<file path="config.mk">
export PLATFORM = sky130hd
export DESIGN_NAME = mem_access_stage
export DESIGN_NICKNAME = d
export VERILOG_FILES = /design/src/rtl/mem_access_stage.sv
export SDC_FILE = /design/constraint.sdc
export NUM_CORES = 1
export LEC_CHECK = 0
export BUFFER_PORTS_ARGS = -buffer_cell sky130_fd_sc_hd__buf_2
export CELL_PAD_IN_SITES_DETAIL_PLACEMENT = 1
export CELL_PAD_IN_SITES_GLOBAL_PLACEMENT = 1
export CORE_AREA = 2 2 80 59
export DETAILED_ROUTE_END_ITERATION = 10
export DIE_AREA = 0 0 82 61
export HOLD_SLACK_MARGIN = 0.06
export PLACE_DENSITY = 0.86
export SYNTH_ARGS = -nofsm -noshare
export SYNTH_HDL_FRONTEND = slang
export SYNTH_SLANG_ARGS = --single-unit
</file>
<file path="constraint.sdc">
create_clock -name clk -period 2.3 [get_ports clk]
set_input_delay 0.23 -clock clk [delete_from_list [all_inputs] [get_ports clk]]
set_output_delay 0.23 -clock clk [all_outputs]
set_load 0.01 [all_outputs]
</file>
<file path="src/rtl/mem_access_stage.sv">
// Memory-access pipeline stage: effective-address generation, data-memory strobes,
// one-cycle load-latency absorption and a valid/ready result register toward writeback.
module mem_access_stage #(
    parameter int unsigned DW = 8,
    parameter int unsigned AW = 7,
    parameter int unsigned RW = 3
) (
    input  logic          clk,
    input  logic          rstN,
    input  logic          exValid,
    output logic          exReady,
    input  logic          exIsLoad,
    input  logic          exIsStore,
    input  logic          exWe,
    input  logic [DW-1:0] exBase,
    input  logic [DW-1:0] exOffset,
    input  logic [DW-1:0] exStoreData,
    input  logic [DW-1:0] exAluResult,
    input  logic [RW-1:0] exRd,
    output logic [AW-1:0] lineNumber,
    output logic [DW-1:0] memIn,
    output logic          memRead,
    output logic          memWrite,
    input  logic [DW-1:0] memOut,
    output logic          wbValid,
    input  logic          wbReady,
    output logic [DW-1:0] wbData,
    output logic [RW-1:0] wbRd,
    output logic          wbWe,
    output logic          addrFault
);

    typedef enum logic {IDLE, LOAD_WAIT} state_t;

    state_t        state;
    state_t        stateNext;
    logic [DW-1:0] ea;
    logic          isMemOp;
    logic          fault;
    logic          acc;
    logic          wbValidNext;
    logic          wbWeNext;
    logic          addrFaultNext;
    logic [DW-1:0] wbDataNext;
    logic [RW-1:0] wbRdNext;

    // Address path and strobes are combinational so a store lands on its accept edge.
    assign ea         = exBase + exOffset;
    assign lineNumber = ea[AW-1:0];
    assign memIn      = exStoreData;
    assign isMemOp    = exIsLoad || exIsStore;
    assign fault      = isMemOp && ((ea[DW-1:AW] != '0) || (exIsLoad && exIsStore));
    // Gating with rstN keeps both strobes low while reset is held.
    assign exReady    = rstN && (state == IDLE) && (!wbValid || wbReady);
    assign acc        = exValid && exReady;
    assign memWrite   = acc && exIsStore && !fault;
    assign memRead    = acc && exIsLoad && !fault;

    always_ff @(posedge clk or negedge rstN) begin
        if (!rstN) begin
            state     <= IDLE;
            wbValid   <= 1'b0;
            wbWe      <= 1'b0;
            addrFault <= 1'b0;
            wbData    <= '0;
            wbRd      <= '0;
        end else begin
            state     <= stateNext;
            wbValid   <= wbValidNext;
            wbWe      <= wbWeNext;
            addrFault <= addrFaultNext;
            wbData    <= wbDataNext;
            wbRd      <= wbRdNext;
        end
    end

    // Next state and result register; a new accept overwrites a result draining this cycle.
    always_comb begin
        stateNext     = state;
        wbValidNext   = wbValid;
        wbWeNext      = wbWe;
        addrFaultNext = addrFault;
        wbDataNext    = wbData;
        wbRdNext      = wbRd;
        if (wbValid && wbReady) begin
            wbValidNext = 1'b0;
        end
        unique case (state)
            IDLE: begin
                if (acc) begin
                    wbRdNext = exRd;
                    if (fault) begin
                        wbValidNext   = 1'b1;
                        wbDataNext    = '0;
                        wbWeNext      = 1'b0;
                        addrFaultNext = 1'b1;
                    end else if (exIsLoad) begin
                        stateNext     = LOAD_WAIT;
                        wbValidNext   = 1'b0;
                        addrFaultNext = 1'b0;
                    end else if (exIsStore) begin
                        wbValidNext   = 1'b1;
                        wbDataNext    = exStoreData;
                        wbWeNext      = 1'b0;
                        addrFaultNext = 1'b0;
                    end else begin
                        wbValidNext   = 1'b1;
                        wbDataNext    = exAluResult;
                        wbWeNext      = exWe;
                        addrFaultNext = 1'b0;
                    end
                end
            end
            LOAD_WAIT: begin
                stateNext   = IDLE;
                wbValidNext = 1'b1;
                wbDataNext  = memOut;
                wbWeNext    = 1'b1;
            end
            default: begin
                stateNext = IDLE;
            end
        endcase
    end

endmodule
</file>
==> impl_results.md <==
* Fin crit share at 95.7%
* First-pass GRT wire length at 5290 um
* Synthesized flop and latch total at 15
* Area leader, netlist: dfrtp_1
* Sequential share of the synthesized area at 31.4%
* Final Wtd Congestion at 0.749
* Final nets at 263
* Drt pass-1 iters at 4
* Synth warn at 0
* FP Rows at 20
* Die height at 61 um
* Dominant synthesized flop cell: dfrtp_1
* Max Buffers Root-to-Sink at 2
* DRC Markers at 0
* Total power at 1.01 mW
* Die width at 82 um
* Diodes inserted at 0
* Area grow syn2layout at 41.5%
* Max Cap Viol at 0
* Leakage at 0.941 nW
* Post-DP HPWL at 3040 um
* Area contributors post-synth: dfrtp_1, mux2_2, ha_1
* CTS Buf Count at 3
* Detailed-route via count at 1,202
* Largest net degree at the start of global routing at 16
* Fraction of layout cells with a size suffix above 1 at 50.5%
* Fillers at 536
* Worst slew margin at 75.3%
* CTS H-tree depth at 1
* Worst skew pair latency at 0.25 ns
* Commonest non-fill, non-tap cells in the layout: buf_2, dfrtp_1, nand2_1, nor2_1, a22o_1
* Placed insts at 253
* Hold crit path type: input pin to flop
* Most common cell after layout, fill and taps aside: buf_2
* Syn Nets at 184
* Worst-path clk slew at 0.06 ns
* Routed len/inst at 13.9 um
* CP Launch Type: input pin
* Io pins at 82
* Routed WL at 3600 um
* Total congestion overflow at 0
* I/O Buffers at 81
* Hold Vio Cnt, Final at 0
* Setup CP Type: input pin to output pin
* Max Fanout on Critical Path at 4
* Fmax at 454 MHz
* Die ar. at 5000 um^2
* Vias in the first global route at 1,171
* Syn Inst Count at 126
* FFs w/ async S/R, synth at 100%
* Final Skew at 0.00375 ns
* Post-route ant nets at 0
* Via-to-Cell Ratio at 4.64
* Power per cell area at 597 nW/um^2
* Data arrival, critical path at 1.97 ns
* Status: complete, no violations
* Tot GR Track Use at 14.2%
* Fin. max-slew vios at 0
* TritonCTS Sinks at 15
* RSZ-0062 raised after global routing: no
* Final setup fails at 0
* Post-route non-filler standard cell count at 259
* Synthesized area per cell at 9.48 um^2
* Peak supply drop at 0.250 mV
* Final worst path period need at 2.20 ns
* Required time of the critical path at 2.07 ns
* CTS tree: done
* Root buf cell: clkbuf_8
* Worst slew pin tran at 0.370 ns
* Initial DRC Count at 52
* Final Instance Area at 1690 um^2
* CORE AREA at 4200 um^2
* Worst setup EP type: output pin
* EDFF count, synth at 0
* Initial Util at 28.4%
* Post-DP Area at 1620 um^2
* Share of the synthesized area in the top cell type at 31.4%
* Mapped cell area at 1190 um^2
* Synth unique cells at 33
* Initial antenna violation count at 0
-- synthesized netlist by cell type (2+ instances only) --
master and n:
mux2_2 8, nor3b_1 2, mux2i_1 8, buf_4 8, a21oi_1 5, o21ai_0 4, xnor2_1 3, dfrtp_1 15
nor4_1 3, nand2_1 12, nor2_1 11, nor2b_1 2, ha_1 7, inv_1 8, clkbuf_1 3, xor2_1 2
a22o_1 9
-- report_power, final --
part | internal, mW | switching [mW] | leakage [nW] | total [mW]
Clock | 0.123 | 0.0897 | 0.0228 | 0.212
Combinational | 0.212 | 0.221 | 0.728 | 0.433
Sequential | 0.328 | 0.0353 | 0.191 | 0.364
Total | 0.663 | 0.346 | 0.941 | 1.01
-- cells by family after synthesis --
kind of cell             count (synthesis)  share of synthesized area, %
AO/OA/AOI/OAI                           28                          18.8
XOR/XNOR                                 5                          3.67
adder cells (fa/ha/maj)                  9                          9.95
buffers and inverters                   20                          8.80
flip-flops                              15                          31.4
multiplexers                            16                          14.2
AND/OR/NAND/NOR                         33                          13.1
-- area by class of cell --
| class | instances | area [um^2] | area share, % |
|---|---|---|---|
| multi-input combinational | 91 | 726 | 42.9 |
| sequential | 15 | 375 | 22.2 |
| inverter | 8 | 30.0 | 1.78 |
| tap | 55 | 68.8 | 4.07 |
| timing repair buffer | 86 | 445 | 26.4 |
| clock buffer | 4 | 45.0 | 2.66 |
-- flip-flops by register name (all words and copies together), names as in the netlist --
name and flops:
wbValid 1, addrFault 1, wbWe 1, wbRd 3
wbData 8, state 1
-- what timing repair did --
item                                    CTS  global route
endpoints found under the setup margin    0             3
setup buffers                             0             1
resized for setup                         0             3
hold buffers                              1             0
endpoints found under the hold margin    15             0
-- stage by stage --
step                      TNS [ns]  utilization [%]  hold slack (ns)  setup WS, ns
after detailed placement   -0.0187             38.5            0.194       -0.0107
after CTS                        0             39.8            0.177        0.0439
after global placement           0             38.5            0.198        0.0316
final                            0             40.2            0.183        0.0995
after floorplan                  0                -          -0.0656         0.287
after global routing             0             40.2            0.177        0.0133
-- worst paths after layout --
| kind | slack [ns] | endpoint | depth (start not counted) | from |
|---|---|---|---|---|
| worst max-delay path | 0.1 | memRead | 7 | exBase[4] |
| worst max register to register | 0.55 | wbData[1] | 6 | wbValid |
| worst min register to register | 0.48 | wbRd[0] | 2 | wbRd[0] |
| max in group asynchronous | 1.64 | wbData[0] | 3 | rstN |
| worst min-delay path | 0.18 | wbRd[0] | 3 | exRd[0] |
| min in group asynchronous | 0.48 | wbData[4] | 3 | rstN |
-- metal layers --
metal | vias up | wire [um] | track usage, %
li1 | 599 | - | -
met2 | 41 | 1750 | 24.3
met3 | 2 | 249 | 3.87
met4 | 0 | 19 | 2.86
met1 | 560 | 1580 | 18.2
met5 | - | 0 | 0
-- worst max-delay path, cell delays in order --
cell	delay, ns
buf_2	0.10
ha_1	0.34
o211ai_2	0.14
or3_4	0.41
a22o_1	0.29
nor4_1	0.27
buf_2	0.19
Note: power is estimated with default switching activity, not from simulation.
